$ cat config.mk
export PLATFORM = sky130hd
export DESIGN_NAME = wb_sram_arb_flat
export DESIGN_NICKNAME = d
export VERILOG_FILES = /design/src/rtl/wb_sram_arb_if.sv /design/src/rtl/wb_sram_arb.sv /design/src/flat_wrapper.sv
export SDC_FILE = /design/constraint.sdc
export NUM_CORES = 1
export LEC_CHECK = 0
export ABC_AREA = 1
export ABC_CLOCK_PERIOD_IN_PS = 2000
export BUFFER_PORTS_ARGS = -buffer_cell sky130_fd_sc_hd__clkbuf_2
export CAP_MARGIN = 30
export CORE_AREA = 2 2 121 123
export CTS_BUF_LIST = sky130_fd_sc_hd__clkbuf_2
export CTS_CLUSTER_SIZE = 20
export DETAILED_ROUTE_END_ITERATION = 8
export DIE_AREA = 0 0 123 125
export SYNTH_ARGS = -nofsm -noshare
export SYNTH_HDL_FRONTEND = slang
export SYNTH_SLANG_ARGS = --single-unit
$ cat constraint.sdc
create_clock -name clk -period 2 [get_ports clk]
set_input_delay 0.4 -clock clk [delete_from_list [all_inputs] [get_ports clk]]
set_output_delay 0.4 -clock clk [all_outputs]
set_load 0.1 [all_outputs]
$ cat src/rtl/wb_sram_arb_if.sv
`default_nettype none
// ----------------------------------------------------------------------------
// wb_sram_arb_if : bus bundle for the two-master SRAM arbiter
// Rev 1.0
// ----------------------------------------------------------------------------
interface wb_sram_arb_if #(
  parameter int adr_width = 32
);
  logic                 m0_cyc_i;
  logic                 m0_stb_i;
  logic                 m0_we_i;
  logic [adr_width-1:0] m0_adr_i;
  logic [3:0]           m0_sel_i;
  logic [31:0]          m0_dat_i;
  logic [31:0]          m0_dat_o;
  logic                 m0_ack_o;

  logic                 m1_cyc_i;
  logic                 m1_stb_i;
  logic                 m1_we_i;
  logic [adr_width-1:0] m1_adr_i;
  logic [3:0]           m1_sel_i;
  logic [31:0]          m1_dat_i;
  logic [31:0]          m1_dat_o;
  logic                 m1_ack_o;

  logic                 s_cyc_o;
  logic                 s_stb_o;
  logic                 s_we_o;
  logic [adr_width-1:0] s_adr_o;
  logic [3:0]           s_sel_o;
  logic [31:0]          s_dat_o;
  logic [31:0]          s_dat_i;
  logic                 s_ack_i;

  logic [1:0]           grant_o;

  // Arbiter view.
  modport slave (
    input  m0_cyc_i, m0_stb_i, m0_we_i, m0_adr_i, m0_sel_i, m0_dat_i,
    input  m1_cyc_i, m1_stb_i, m1_we_i, m1_adr_i, m1_sel_i, m1_dat_i,
    input  s_dat_i, s_ack_i,
    output m0_dat_o, m0_ack_o, m1_dat_o, m1_ack_o,
    output s_cyc_o, s_stb_o, s_we_o, s_adr_o, s_sel_o, s_dat_o,
    output grant_o
  );

  // Surrounding-system view: both masters plus the SRAM controller.
  modport master (
    output m0_cyc_i, m0_stb_i, m0_we_i, m0_adr_i, m0_sel_i, m0_dat_i,
    output m1_cyc_i, m1_stb_i, m1_we_i, m1_adr_i, m1_sel_i, m1_dat_i,
    output s_dat_i, s_ack_i,
    input  m0_dat_o, m0_ack_o, m1_dat_o, m1_ack_o,
    input  s_cyc_o, s_stb_o, s_we_o, s_adr_o, s_sel_o, s_dat_o,
    input  grant_o
  );
endinterface

`default_nettype wire

$ cat src/rtl/wb_sram_arb.sv
`default_nettype none
// ----------------------------------------------------------------------------
// wb_sram_arb : round-robin two-master Wishbone arbiter for the SRAM port
// Rev 1.0
// ----------------------------------------------------------------------------
module wb_sram_arb #(
  parameter int adr_width = 32,
  parameter int max_burst = 8
) (
  input  logic         clk,
  input  logic         reset,
  wb_sram_arb_if.slave bus
);

  typedef enum logic [1:0] {
    S_IDLE = 2'd0,
    S_M0   = 2'd1,
    S_M1   = 2'd2
  } state_t;

  localparam logic [8:0] c_max_burst = 9'(max_burst);

  state_t      state_q;
  logic        last_q;
  logic        busy_q;
  logic [7:0]  bcount_q;
  logic [1:0]  grant_q;

  logic                 w_own0;
  logic                 w_own1;
  logic                 w_cyc_own;
  logic                 w_cyc_oth;
  logic                 w_s_cyc;
  logic                 w_s_stb;
  logic                 w_set;
  logic                 w_block;
  logic                 w_limit;
  logic                 w_rotate;
  logic                 w_release;
  logic [adr_width-1:0] w_adr;

  assign w_own0    = (state_q == S_M0);
  assign w_own1    = (state_q == S_M1);
  assign w_cyc_own = w_own1 ? bus.m1_cyc_i : bus.m0_cyc_i;
  assign w_cyc_oth = w_own1 ? bus.m0_cyc_i : bus.m1_cyc_i;

  assign w_s_cyc = (w_own0 & bus.m0_cyc_i) | (w_own1 & bus.m1_cyc_i);
  assign w_s_stb = (w_own0 & bus.m0_stb_i) | (w_own1 & bus.m1_stb_i);
  assign w_adr   = w_own1 ? bus.m1_adr_i : bus.m0_adr_i;

  assign bus.s_cyc_o = w_s_cyc;
  assign bus.s_stb_o = w_s_stb;
  assign bus.s_adr_o = w_adr;
  assign bus.s_we_o  = w_own1 ? bus.m1_we_i  : bus.m0_we_i;
  assign bus.s_sel_o = w_own1 ? bus.m1_sel_i : bus.m0_sel_i;
  assign bus.s_dat_o = w_own1 ? bus.m1_dat_i : bus.m0_dat_i;

  // An ack for an aborted cycle finds cyc low and is swallowed here.
  assign bus.m0_ack_o = w_own0 & bus.s_ack_i & bus.m0_cyc_i & bus.m0_stb_i;
  assign bus.m1_ack_o = w_own1 & bus.s_ack_i & bus.m1_cyc_i & bus.m1_stb_i;
  assign bus.m0_dat_o = bus.s_dat_i;
  assign bus.m1_dat_o = bus.s_dat_i;
  assign bus.grant_o  = grant_q;

  assign w_set   = w_s_cyc & w_s_stb & ~bus.s_ack_i;
  assign w_block = w_set | (busy_q & ~bus.s_ack_i);

  // >= rather than == so a tenure that outran the limit while the other
  // master was quiet still yields on its next ack once a request appears.
  assign w_limit = (c_max_burst != 9'd0) & bus.s_ack_i &
                   (({1'b0, bcount_q} + 9'd1) >= c_max_burst);

  assign w_rotate  = ~w_block & (~w_cyc_own | w_limit) & w_cyc_oth;
  assign w_release = ~w_block & ~w_cyc_own & ~w_cyc_oth;

  always_ff @(posedge clk) begin
    if (reset) begin
      state_q  <= S_IDLE;
      last_q   <= 1'b1;
      busy_q   <= 1'b0;
      bcount_q <= 8'd0;
      grant_q  <= 2'b00;
    end else begin
      case (state_q)
        S_M0, S_M1: begin
          if (bus.s_ack_i) begin
            busy_q <= 1'b0;
          end else if (w_set) begin
            busy_q <= 1'b1;
          end

          if (w_rotate) begin
            state_q  <= w_own0 ? S_M1 : S_M0;
            last_q   <= w_own0;
            bcount_q <= 8'd0;
            grant_q  <= w_own0 ? 2'b10 : 2'b01;
          end else if (w_release) begin
            state_q <= S_IDLE;
            grant_q <= 2'b00;
          end else if (bus.s_ack_i && (bcount_q != 8'hFF)) begin
            bcount_q <= bcount_q + 8'd1;
          end
        end

        default: begin
          // last_q = 1 means m1 owned last, so m0 takes a tie.
          if (bus.m0_cyc_i && (!bus.m1_cyc_i || last_q)) begin
            state_q  <= S_M0;
            last_q   <= 1'b0;
            bcount_q <= 8'd0;
            grant_q  <= 2'b01;
          end else if (bus.m1_cyc_i) begin
            state_q  <= S_M1;
            last_q   <= 1'b1;
            bcount_q <= 8'd0;
            grant_q  <= 2'b10;
          end else begin
            state_q <= S_IDLE;
            grant_q <= 2'b00;
          end
        end
      endcase
    end
  end

endmodule

`default_nettype wire

$ cat src/flat_wrapper.sv
// flat-port wrapper written by rule: the top's interface ports become plain ports
module wb_sram_arb_flat 
#(
  parameter int adr_width = 32,
  parameter int max_burst = 8
)
  (clk, reset, bus_m0_cyc_i, bus_m0_stb_i, bus_m0_we_i, bus_m0_adr_i, bus_m0_sel_i, bus_m0_dat_i, bus_m1_cyc_i, bus_m1_stb_i, bus_m1_we_i, bus_m1_adr_i, bus_m1_sel_i, bus_m1_dat_i, bus_s_dat_i, bus_s_ack_i, bus_m0_dat_o, bus_m0_ack_o, bus_m1_dat_o, bus_m1_ack_o, bus_s_cyc_o, bus_s_stb_o, bus_s_we_o, bus_s_adr_o, bus_s_sel_o, bus_s_dat_o, bus_grant_o);
  wb_sram_arb_if #(.adr_width(adr_width)) bus_i ();
  input  logic clk;
  input  logic reset;
  input wire logic [$bits(bus_i.m0_cyc_i)-1:0] bus_m0_cyc_i;
  input wire logic [$bits(bus_i.m0_stb_i)-1:0] bus_m0_stb_i;
  input wire logic [$bits(bus_i.m0_we_i)-1:0] bus_m0_we_i;
  input wire logic [$bits(bus_i.m0_adr_i)-1:0] bus_m0_adr_i;
  input wire logic [$bits(bus_i.m0_sel_i)-1:0] bus_m0_sel_i;
  input wire logic [$bits(bus_i.m0_dat_i)-1:0] bus_m0_dat_i;
  input wire logic [$bits(bus_i.m1_cyc_i)-1:0] bus_m1_cyc_i;
  input wire logic [$bits(bus_i.m1_stb_i)-1:0] bus_m1_stb_i;
  input wire logic [$bits(bus_i.m1_we_i)-1:0] bus_m1_we_i;
  input wire logic [$bits(bus_i.m1_adr_i)-1:0] bus_m1_adr_i;
  input wire logic [$bits(bus_i.m1_sel_i)-1:0] bus_m1_sel_i;
  input wire logic [$bits(bus_i.m1_dat_i)-1:0] bus_m1_dat_i;
  input wire logic [$bits(bus_i.s_dat_i)-1:0] bus_s_dat_i;
  input wire logic [$bits(bus_i.s_ack_i)-1:0] bus_s_ack_i;
  output wire logic [$bits(bus_i.m0_dat_o)-1:0] bus_m0_dat_o;
  output wire logic [$bits(bus_i.m0_ack_o)-1:0] bus_m0_ack_o;
  output wire logic [$bits(bus_i.m1_dat_o)-1:0] bus_m1_dat_o;
  output wire logic [$bits(bus_i.m1_ack_o)-1:0] bus_m1_ack_o;
  output wire logic [$bits(bus_i.s_cyc_o)-1:0] bus_s_cyc_o;
  output wire logic [$bits(bus_i.s_stb_o)-1:0] bus_s_stb_o;
  output wire logic [$bits(bus_i.s_we_o)-1:0] bus_s_we_o;
  output wire logic [$bits(bus_i.s_adr_o)-1:0] bus_s_adr_o;
  output wire logic [$bits(bus_i.s_sel_o)-1:0] bus_s_sel_o;
  output wire logic [$bits(bus_i.s_dat_o)-1:0] bus_s_dat_o;
  output wire logic [$bits(bus_i.grant_o)-1:0] bus_grant_o;
  assign bus_i.m0_cyc_i = bus_m0_cyc_i;
  assign bus_i.m0_stb_i = bus_m0_stb_i;
  assign bus_i.m0_we_i = bus_m0_we_i;
  assign bus_i.m0_adr_i = bus_m0_adr_i;
  assign bus_i.m0_sel_i = bus_m0_sel_i;
  assign bus_i.m0_dat_i = bus_m0_dat_i;
  assign bus_i.m1_cyc_i = bus_m1_cyc_i;
  assign bus_i.m1_stb_i = bus_m1_stb_i;
  assign bus_i.m1_we_i = bus_m1_we_i;
  assign bus_i.m1_adr_i = bus_m1_adr_i;
  assign bus_i.m1_sel_i = bus_m1_sel_i;
  assign bus_i.m1_dat_i = bus_m1_dat_i;
  assign bus_i.s_dat_i = bus_s_dat_i;
  assign bus_i.s_ack_i = bus_s_ack_i;
  assign bus_m0_dat_o = bus_i.m0_dat_o;
  assign bus_m0_ack_o = bus_i.m0_ack_o;
  assign bus_m1_dat_o = bus_i.m1_dat_o;
  assign bus_m1_ack_o = bus_i.m1_ack_o;
  assign bus_s_cyc_o = bus_i.s_cyc_o;
  assign bus_s_stb_o = bus_i.s_stb_o;
  assign bus_s_we_o = bus_i.s_we_o;
  assign bus_s_adr_o = bus_i.s_adr_o;
  assign bus_s_sel_o = bus_i.s_sel_o;
  assign bus_s_dat_o = bus_i.s_dat_o;
  assign bus_grant_o = bus_i.grant_o;
  wb_sram_arb #(.adr_width(adr_width), .max_burst(max_burst)) u_core (.clk(clk), .reset(reset), .bus(bus_i));
endmodule
==> Yosys cells after proc, flatten, opt, wreduce, memory -nomap -nowiden <==
Index checks and enable logic that the tools add are counted.
W data, S select, Z words.
{ "word_totals": {"mem_count": 0, "mem_bits_ro": 0, "in_bits": 177, "out_inout_bits": 139, "ff_bits": 12, "latch_bits": 0, "elab_cells": 74, "ram_bits": 0} }
{ "op_classes": {"mux": 24, "shifts": 0, "n_bitwise": 26, "n_mul": 0, "order_cmp": 1, "n_reduce_logical": 10, "div": 0, "addsub": 2, "n_eq_ne": 7} }
{ "ops": {"columns": ["cell", "n"], "rows": [
  ["$mux W32", 2],
  ["$mux W8", 6],
  ["$and A1 B1 Y1", 18],
  ["$mux W2", 6],
  ["$add A8 B1 Y9 const B", 1],
  ["$ge A9 B4 Y1 const B", 1],
  ["$mux W1", 9],
  ["$add A8 B1 Y8 const B", 1],
  ["$ne A8 B8 Y1 const B", 1],
  ["$ne A3 B1 Y1 const B", 2],
  ["$mux W4", 1],
  ["$not A1 Y1", 4],
  ["$or A1 B1 Y1", 4],
  ["$reduce_and A2 Y1", 2],
  ["$ne A3 B2 Y1 const B", 1],
  ["$reduce_and A3 Y1", 1],
  ["$reduce_bool A3 Y1", 1],
  ["$eq A2 B1 Y1 const B", 1],
  ["$eq A2 B2 Y1 const B", 1],
  ["$logic_and A1 B1 Y1", 2],
  ["$ne A2 B1 Y1 const B", 1],
  ["$reduce_bool A2 Y1", 1],
  ["$reduce_or A2 Y1", 1],
  ["$logic_not A1 Y1", 1],
  ["$logic_or A1 B1 Y1", 1]
]} }

==> Depth between registers and ports, before layout <==
Gate-level depths: netlist (run 1).
{ "depth": {"word_depth": 12, "depth_mapped": 16, "mapped_depth_nobuf": 14} }

==> Worst setup path after synthesis (run 1) <==
Ideal clock, no wire load.
{ "synth_timing": {"kind": "register to output", "start": "register, netlist name u_core.bus.grant_o[0]", "end": "output bus_m0_ack_o", "stages_incl_launch_ff": 4, "t_required_ns": 1.600, "arrival_ns": 4.135, "slack_ns": -2.535, "cell_sequence": "dfxtp_1 ha_1 inv_1 nor4_1"} }
{ "synth_rtl": {"columns": ["item", "line", "rtl"], "rows": [
  ["end, declared", "flat_wrapper.sv:26", "output wire logic [$bits(bus_i.m0_ack_o)-1:0] bus_m0_ack_o;"]
]} }

==> impl_metrics.env, run 1 <==
export IMPL_status="finished, violations left"
export IMPL_violations="negative setup slack"
export IMPL_core_area_sq_mm=0.0142
export IMPL_synth_fp_nets=626
export IMPL_synthXorXnorAreaFrac_pct=0.377
export IMPL_worstHoldPathType="input pin to flop"
export IMPL_tritoncts="done"
export IMPL_layout_cells_non_filler=802
export IMPL_synth_area_mux_share_pct=0
export IMPL_slew_headroom_pct=62.5
export IMPL_critPathLaunchType="flop"
export IMPL_synthAdderAreaFrac_pct=2.16
export IMPL_gp_congestion=0.836
export IMPL_register_area_sq_um=248
export IMPL_drv_cap=0
export IMPL_drc=0
export IMPL_syn_area_per_cell_sq_um=5.22
export IMPL_synth_top_family_by_area="simple AND/OR/NAND/NOR gates"
export IMPL_ys_warn_count=0
export IMPL_clock_latency_ps=290
export IMPL_total_power_mw=11.6
export IMPL_grt_pass1_vias=3133
export IMPL_wl_um=11900
export IMPL_dpl_cell_count=782
export IMPL_multi_input_area_sq_mm=0.00236
export IMPL_arrival_ps=1610
export IMPL_area_growth_pct=143
export IMPL_routed_via_count=3209
export IMPL_use_met3_pct=7.62
export IMPL_ys_types=28
export IMPL_path_class="flop to output port"
export IMPL_min_period_over_period_pct=100
export IMPL_p_per_area_mw_per_mm2=2060
export IMPL_drv_slew=0
export IMPL_grt_busiest_layer="met2"
export IMPL_num_antenna_cells=0
export IMPL_max_freq_mhz=499
export IMPL_die_h_um=125
export IMPL_clock_skew_ps=1.39
export IMPL_io_buffer_count=219
export IMPL_synth_simple_gate_area_share_pct=54.8
export IMPL_synth_edf_count=0
export IMPL_clkTransAtPathRegs_ps=140
export IMPL_worst_slew_pin_slew_ps=565
export IMPL_grt_max_degree=47
export IMPL_grt_pass1_wl_um=16100
export IMPL_use_met2_pct=23.4
export IMPL_nNetsFinal=800
export IMPL_grt_overflow=0
export IMPL_synth_compound_area_share_pct=3.77
export IMPL_fill_cells=1475
export IMPL_yosys_top_cells_area="nand2_1 (40%), buf_4 (21%), dfxtp_1 (10%)"
export IMPL_finalHoldViolations=0
export IMPL_grt_use_total_pct=13.2
export IMPL_drt_pass1_iterations=4
export IMPL_clock_sinks=12
export IMPL_syn_inst=445
export IMPL_die_w_um=123
export IMPL_drt_iter0_drc=43
export IMPL_rsz0062_at_grt="yes"
export IMPL_grt_use_met1_pct=14.1
export IMPL_cts_root_buf="clkbuf_2"
export IMPL_async_reset_ff_share_pct=0
export IMPL_antenna_left=0
export IMPL_drive_gt1_share_pct=70.1
export IMPL_critPathRequiredTime_ps=1600
export IMPL_total_leakage_power_nw=2.77
export IMPL_io_pins=316
export IMPL_yosysSeqAreaShare_pct=10.3
export IMPL_synth_top_cell_area_share_pct=39.9
export IMPL_synthFlopType="dfxtp_1"
export IMPL_grt_antenna_before_repair=0
export IMPL_fin_crit_ps=2010
export IMPL_wl_per_cell_um=14.8
export IMPL_yosys_area_top_type="nand2_1"
export IMPL_h_tree_depth=1
export IMPL_avgViaCountPerCell=4.00
export IMPL_fin_ws_ps=-5.72
export IMPL_ys_ff_latch=12
export IMPL_row_count=44
export IMPL_peakVddDrop_mv=1.26
export IMPL_netlist_area_sq_mm=0.00232
export IMPL_die_area_sq_mm=0.0154
export IMPL_start_util_pct=16.3
export IMPL_setup_violations=7
export IMPL_dp_hpwl_um=8890
export IMPL_endpoint_kind="output port"
export IMPL_clock_path_buffers=2
export IMPL_numCtsBuffers=3
export IMPL_crit_fanout=23
[metal layers]
| layer | wire length [um] | up-vias | part of all wire, % |
|---|---|---|---|
| met2 | 6140 | 180 | 52 |
| met3 | 1610 | 8 | 14 |
| li1 | - | 1625 | - |
| met5 | 0 | - | 0 |
| met1 | 4080 | 1396 | 34 |
| met4 | 46 | 0 | 0.39 |
[placed cells by master (no fill, tap or decap), drive strengths merged]
cell	n
dfxtp	12
nor4	1
nand4	3
nor3	1
nor2	37
nand3	9
clkinv	4
ha	4
o21ai	5
buf	98
o22ai	1
nand2	257
inv	24
a21oi	5
xnor2	1
clkbuf	153
a2111oi	1
o21bai	2
[power breakdown]
part	switching [mW]	internal [mW]	total (mW)
sequential	0.106	0.355	0.461
clock	0.101	0.0434	0.145
combinational	7.11	3.90	11.0
total	7.32	4.30	11.6
[layout make-up]
type / count / share of cell area (%)
sequential: 12 / 4.40
tap: 184 / 4.09
clock buffer: 3 / 0.267
timing repair buffer: 248 / 46.8
timing repair inverter: 1 / 0.200
multi-input combinational: 327 / 41.9
inverter: 26 / 2.33
clock inverter: 1 / 0.0667
[kinds of logic (layout without fill, tap and decap cells)]
group           after synthesis  after routing
buf+inv                     107            279
xor+xnor                      1              1
flops                        12             12
fa+ha+maj                     4              4
compound gates               14             14
simple gates                307            308
[registers in the layout (all words and copies together) (netlist names)]
name,cells
u_core.last_q,1
u_core.bcount_q,8
u_core.bus.grant_o,2
u_core.busy_q,1
[critical path: stages (launching register included)]
cell and delay, ps:
dfxtp_4 370, inv_2 60, ha_4 140, buf_12 150
buf_12 180, nand2_1 110, nand2_2 110, buf_12 170
[path summary, 6_finish.rpt]
path	cells past startpoint	slack, ps	start	endpoint
worst max-delay path	7	-6	u_core.bus.grant_o[0]	bus_s_adr_o[30]
worst min-delay path	2	320	reset	u_core.bus.grant_o[0]
worst max register to register	13	60	u_core.bus.grant_o[0]	u_core.bcount_q[6]
worst min register to register	2	460	u_core.last_q	u_core.last_q
[metrics by stage]
step	worst slack (ps)	utilization (%)	hold slack (ps)	cell area [sq um]	setup TNS (ps)
floorplan	-388	-	414	3050	-3900
global placement	71.4	35.3	424	5020	0
detailed placement	21.6	35.3	438	5020	0
CTS	-38.5	36.7	322	5210	-1170
global route	-128	39.6	300	5630	-5340
finish	-5.72	39.6	318	5630	-24.3
[synth_stat cells (4+ instances only)]
| cell type | n |
|---|---|
| a21oi_1 | 5 |
| buf_4 | 65 |
| clkbuf_1 | 13 |
| dfxtp_1 | 12 |
| ha_1 | 4 |
| inv_1 | 22 |
| nand2_1 | 247 |
| nand2_2 | 6 |
| nand3_1 | 6 |
| nor2_1 | 19 |
| nor2_2 | 18 |
| o21ai_0 | 4 |
[repair_timing]
| action | in CTS | in global routing |
|---|---|---|
| hold buffers | 0 | 0 |
| gates cloned | 3 | 8 |
| resized for setup | 28 | 71 |
| setup buffers | 1 | 4 |
| pin swaps | 1 | 6 |
| endpoints found under the setup margin | 71 | 79 |
Note: power is estimated with default switching activity, not from simulation.
==> run 2: changes to the inputs <==
--- a/config.mk
+++ b/config.mk
@@ -7,13 +7,13 @@
 export LEC_CHECK = 0
 export ABC_AREA = 1
 export ABC_CLOCK_PERIOD_IN_PS = 2000
-export BUFFER_PORTS_ARGS = -buffer_cell sky130_fd_sc_hd__clkbuf_2
 export CAP_MARGIN = 30
-export CORE_AREA = 2 2 121 123
+export CORE_AREA = 2 2 122 124
 export CTS_BUF_LIST = sky130_fd_sc_hd__clkbuf_2
 export CTS_CLUSTER_SIZE = 20
 export DETAILED_ROUTE_END_ITERATION = 8
-export DIE_AREA = 0 0 123 125
+export DIE_AREA = 0 0 124 126
+export DONT_BUFFER_PORTS = 1
 export SYNTH_ARGS = -nofsm -noshare
 export SYNTH_HDL_FRONTEND = slang
 export SYNTH_SLANG_ARGS = --single-unit
==> run 2 against run 1 <==
Compared with the run above:
- non-clock buffer count is 184 lower
- the flow still finishes with violations (negative setup slack)
- critical endpoint is now bus_s_adr_o[19]
- fmax fell by 0.57%
- cell count decreased by 23%
- core utilization shrank 9.9 points
- via count down 18%
==> impl_metrics.env, run 2 (synthesized netlist as in run 1, its figures left out) <==
export IMPL_status="finished, violations left"
export IMPL_violations="negative setup slack"
export IMPL_row_count=44
export IMPL_fin_util_pct=29.8
export IMPL_grt_max_degree=59
export IMPL_min_from="reset"
export IMPL_reg2reg_to="u_core.bcount_q[7]"
export IMPL_max_freq_mhz=496
export IMPL_maxUsedRoutingLayer="met4"
export IMPL_largest_reg_flops=8
export IMPL_wl_per_cell_um=17.0
export IMPL_num_antenna_cells=0
export IMPL_dp_hpwl_um=7630
export IMPL_crit_fanout=24
export IMPL_fin_crit_ps=2020
export IMPL_clkTransAtPathRegs_ps=120
export IMPL_clock_path_buffers=2
export IMPL_dpl_cell_count=602
export IMPL_drc=0
export IMPL_io_pins=316
export IMPL_area_growth_pct=83.5
export IMPL_hold_path_end="u_core.bus.grant_o[0]"
export IMPL_r2r_cells=13
export IMPL_die_h_um=126
export IMPL_register_area_sq_um=250
export IMPL_routed_via_count=2620
export IMPL_r2r_setup_slack_ps=80
export IMPL_setup_tns_ps=-87.1
export IMPL_gp_congestion=0.797
export IMPL_worstHoldPathType="input pin to flop"
export IMPL_top_register="u_core.bcount_q"
export IMPL_endpoint_kind="output port"
export IMPL_tritoncts="done"
export IMPL_start_util_pct=16.2
export IMPL_arrival_ps=1620
export IMPL_antenna_left=0
export IMPL_min_delay_path_depth=1
export IMPL_fill_cells=1495
export IMPL_clock_skew_ps=10.9
export IMPL_finalHoldViolations=0
export IMPL_slew_headroom_pct=75.7
export IMPL_critPathRequiredTime_ps=1600
export IMPL_path_class="flop to output port"
export IMPL_r2r_start="u_core.bus.grant_o[0]"
export IMPL_grt_pass1_vias=2455
export IMPL_drive_gt1_share_pct=60.3
export IMPL_avgViaCountPerCell=4.25
export IMPL_min_period_over_period_pct=101
export IMPL_core_area_sq_mm=0.0143
export IMPL_grt_use_total_pct=11.4
export IMPL_rsz0062_at_grt="yes"
export IMPL_setup_violations=12
export IMPL_met1Wirelength_um=3890
export IMPL_wl_um=10500
export IMPL_die_area_sq_mm=0.0156
export IMPL_met2WireLength_um=4970
export IMPL_grt_overflow=0
export IMPL_finalInstanceArea_sq_mm=0.00426
export IMPL_numCtsBuffers=3
export IMPL_dpl_cell_area_sq_mm=0.00340
export IMPL_wl_met3_um=1490
export IMPL_clock_latency_ps=290
export IMPL_drv_cap=0
export IMPL_worst_slew_pin_slew_ps=361
export IMPL_critPathLaunchType="flop"
export IMPL_multi_input_area_sq_mm=0.00271
export IMPL_die_w_um=124
export IMPL_h_tree_depth=1
export IMPL_hold_buffers=0
export IMPL_nNetsFinal=615
export IMPL_drv_slew=0
export IMPL_grt_antenna_before_repair=0
export IMPL_clock_sinks=12
export IMPL_layout_cells_non_filler=617
export IMPL_io_buffer_count=0
export IMPL_cts_root_buf="clkbuf_2"
export IMPL_fin_ws_ps=-17.2
export IMPL_final_cell_mix="nand2_1 (105), nand2_2 (78), nand2_8 (51), buf_12 (27), buf_4 (26)"
export IMPL_drt_iter0_drc=131
export IMPL_mostFrequentLayoutCell="nand2_1"
export IMPL_drt_pass1_iterations=4
export IMPL_grt_pass1_wl_um=13600
-- run 2: cell types whose count changed in the layout (fill, tap and decap cells not counted), sizes merged --
cell / change
clkbuf: -148
buf: -36
clkinv: -1
-- run 2: critical path, stage by stage (launching register included) --
cell	delay, ps
dfxtp_4	370
inv_4	50
ha_4	230
clkinv_8	130
buf_12	180
nand2_1	120
nand2_4	60
buf_12	160
-- run 2: how the worst max path moves through the flow --
| stage | from | end | slack [ps] | cells after the start |
|---|---|---|---|---|
| 3_3_place_gp | u_core.bcount_q[0] | u_core.bcount_q[3] | 80 | 14 |
| 6_report | u_core.bus.grant_o[0] | bus_s_adr_o[19] | -20 | 7 |
| 3_5_place_dp | u_core.bcount_q[0] | u_core.bcount_q[4] | 30 | 14 |
| 4_1_cts | u_core.bus.grant_o[0] | bus_s_adr_o[29] | -70 | 7 |
| 5_1_grt | u_core.bus.grant_o[0] | bus_s_dat_o[16] | -80 | 6 |
| 2_1_floorplan | u_core.bus.grant_o[1] | u_core.bcount_q[5] | -390 | 13 |
-- run 2: final cells by class --
| class | instances | area share, % |
|---|---|---|
| Sequential cell | 12 | 5.87 |
| Clock inverter | 1 | 0.0881 |
| Timing Repair Buffer | 64 | 22.1 |
| Clock buffer | 3 | 0.352 |
| Tap cell | 184 | 5.40 |
| Inverter | 26 | 2.70 |
| Multi-Input combinational cell | 327 | 63.5 |
-- run 2: routing by layer --
metal	GRT usage [%]	vias up
met2	18.7	176
met4	2.64	0
met5	0	-
li1	-	1249
met1	13.2	1179
met3	5.93	16
-- run 2: per-stage QoR --
stage	hold slack (ps)	worst slack, ps
finish	164	-17.2
global route	151	-80.1
CTS	155	-71.9
detailed placement	429	33.9
global placement	425	78.9
floorplan	414	-388
-- run 2: timing repair --
action | 4_1_cts | 5_1_grt
hold endpoints to repair | 0 | 0
buffers inserted | 2 | 3
gates cloned | 2 | 5
endpoints found under the setup margin | 69 | 74
pin swaps | 8 | 31
resized for setup | 55 | 88
Power of run 2 is left out: the tool's default activity adds up to more than one toggle a clock period on the data nets, which glitch-free logic cannot reach.
==> run 3: changes to the inputs <==
--- a/config.mk
+++ b/config.mk
@@ -7,12 +7,12 @@
 export LEC_CHECK = 0
 export ABC_AREA = 1
 export ABC_CLOCK_PERIOD_IN_PS = 2000
-export CAP_MARGIN = 30
-export CORE_AREA = 2 2 122 124
+export CAP_MARGIN = 10
+export CORE_AREA = 2 2 121 123
 export CTS_BUF_LIST = sky130_fd_sc_hd__clkbuf_2
 export CTS_CLUSTER_SIZE = 20
 export DETAILED_ROUTE_END_ITERATION = 8
-export DIE_AREA = 0 0 124 126
+export DIE_AREA = 0 0 123 125
 export DONT_BUFFER_PORTS = 1
 export SYNTH_ARGS = -nofsm -noshare
 export SYNTH_HDL_FRONTEND = slang
==> run 3 against run 2 <==
Compared with the run above:
- the run still ends with negative setup slack left
- global-route usage rose by 0.28 points
- routed wire length rose by 14%
- non-clock buffer count rose by 18
- first-iteration DRC count fell by 49%
- core utilization rose by 3.9 points
- cell area rose by 12%
- sequential share of layout area fell by 0.66 points
- fmax rose by 0.15%
- clock skew fell by 3.1 ps
- critical path type unchanged
- highest routed layer unchanged
==> impl_metrics.env, run 3 (synthesized netlist as in run 1, its figures left out) <==
export IMPL_min_period_over_period_pct=101
export IMPL_wl_per_cell_um=18.9
export IMPL_min_from="reset"
export IMPL_cp_cell_sequence="inv_2 -> ha_4 -> buf_12 -> clkbuf_16 -> nand2_1 -> nand2_4 -> buf_12"
export IMPL_holdWs_ps=163
export IMPL_finalHoldViolations=0
export IMPL_drv_cap=0
export IMPL_drive_gt1_share_pct=70.4
export IMPL_r2r_setup_slack_ps=30
export IMPL_clock_latency_ps=280
export IMPL_critPathLaunchType="flop"
export IMPL_grt_max_degree=47
export IMPL_dp_hpwl_um=8060
export IMPL_grt_pass1_wl_um=13800
export IMPL_die_area_sq_mm=0.0154
export IMPL_clock_sinks=12
export IMPL_fin_ws_ps=-14.2
export IMPL_tritoncts="done"
export IMPL_gp_congestion=0.837
export IMPL_r2r_start="u_core.bus.grant_o[0]"
export IMPL_wl_um=12000
export IMPL_mostFrequentLayoutCell="nand2_2"
export IMPL_drv_slew=0
export IMPL_hold_buffers=0
export IMPL_core_area_sq_mm=0.0142
export IMPL_worst_slew_pin_slew_ps=346
export IMPL_clock_skew_ps=7.77
export IMPL_antenna_left=0
export IMPL_numCtsBuffers=3
export IMPL_path_class="flop to output port"
export IMPL_top_register="u_core.bcount_q"
export IMPL_row_count=44
export IMPL_clkTransAtPathRegs_ps=130
export IMPL_avgViaCountPerCell=4.27
export IMPL_critPathRequiredTime_ps=1600
export IMPL_io_buffer_count=0
export IMPL_grt_antenna_before_repair=0
export IMPL_cts_root_buf="clkbuf_2"
export IMPL_grt_overflow=0
export IMPL_drt_pass1_iterations=6
export IMPL_crit_top_cell="buf_12"
export IMPL_status="finished, violations left"
export IMPL_arrival_ps=1610
export IMPL_crit_fanout=12
export IMPL_h_tree_depth=1
export IMPL_violations="negative setup slack"
export IMPL_drt_iter0_drc=67
export IMPL_worstHoldPathType="input pin to flop"
export IMPL_nNetsFinal=632
export IMPL_endpoint_kind="output port"
export IMPL_area_growth_pct=106
export IMPL_routed_via_count=2710
export IMPL_final_cell_mix="nand2_2 (95), nand2_1 (68), nand2_8 (53), nand2_4 (40), buf_12 (30)"
export IMPL_fin_crit_ps=2010
export IMPL_io_pins=316
export IMPL_slew_headroom_pct=76.8
export IMPL_max_freq_mhz=496
export IMPL_cp_startpoint="u_core.bus.grant_o[0]"
export IMPL_cp_slowest_stage_delay_ps=370
export IMPL_clock_path_buffers=2
export IMPL_num_antenna_cells=0
export IMPL_rsz0062_at_grt="yes"
export IMPL_drc=0
export IMPL_grt_use_total_pct=11.7
export IMPL_largest_reg_flops=8
export IMPL_grt_pass1_vias=2414
export IMPL_start_util_pct=16.3
export IMPL_die_w_um=123
export IMPL_critPathSlowestCell="dfxtp_4"
export IMPL_setup_violations=4
export IMPL_die_h_um=125
[run 3: worst max-delay path: cells and delay by family (launching register included)]
family,cells,cell delay [ps]
flip-flops,1,370
AND/OR/NAND/NOR,2,190
buffers and inverters,4,560
adder cells (fa/ha/maj),1,200
[run 3: layout make-up]
class | count | area (sq um)
Clock buffer | 3 | 15.0
Clock inverter | 1 | 3.75
Fill cell | 1436 | 9430
Inverter | 26 | 113
Multi-Input combinational cell | 326 | 2910
Sequential cell | 12 | 249
Tap cell | 184 | 230
Timing Repair Buffer | 82 | 1250
[run 3: timing repair]
action                                  CTS  global route
endpoints found under the setup margin   70            83
resized for setup                        59           158
pin swaps                                 7            48
gates cloned                              1            12
buffers inserted                          0            14
[run 3: worst paths after layout]
kind	endpoint	depth (start not counted)
worst max-delay path	bus_s_dat_o[6]	7
worst max register to register	u_core.bcount_q[3]	15
worst min-delay path	u_core.bus.grant_o[0]	1
worst min register to register	u_core.last_q	2
[run 3: per-layer routing]
metal  track usage, %  vias to the layer above  share of wire, %
met4             1.27                        0               2.2
met1             12.7                     1213                35
met3             6.43                       20                12
li1                 -                     1284                 -
met2             20.6                      193                51
met5                0                        -                 0
[run 3: per-stage QoR]
stage | instance area, sq um | instances | util [%] | TNS, ps | worst slack (ps)
4_1_cts | 3860 | 608 | 27.2 | -68.9 | -19.5
6_report | 4780 | 634 | 33.6 | -19.7 | -14.2
3_5_place_dp | 3410 | 603 | 24.0 | 0 | 54.9
5_1_grt | 4780 | 634 | 33.6 | -4830 | -99.9
3_3_place_gp | 3410 | 603 | 24.0 | 0 | 101
2_1_floorplan | 3050 | 445 | - | -3900 | -388
Power of run 3 is left out for the same reason.
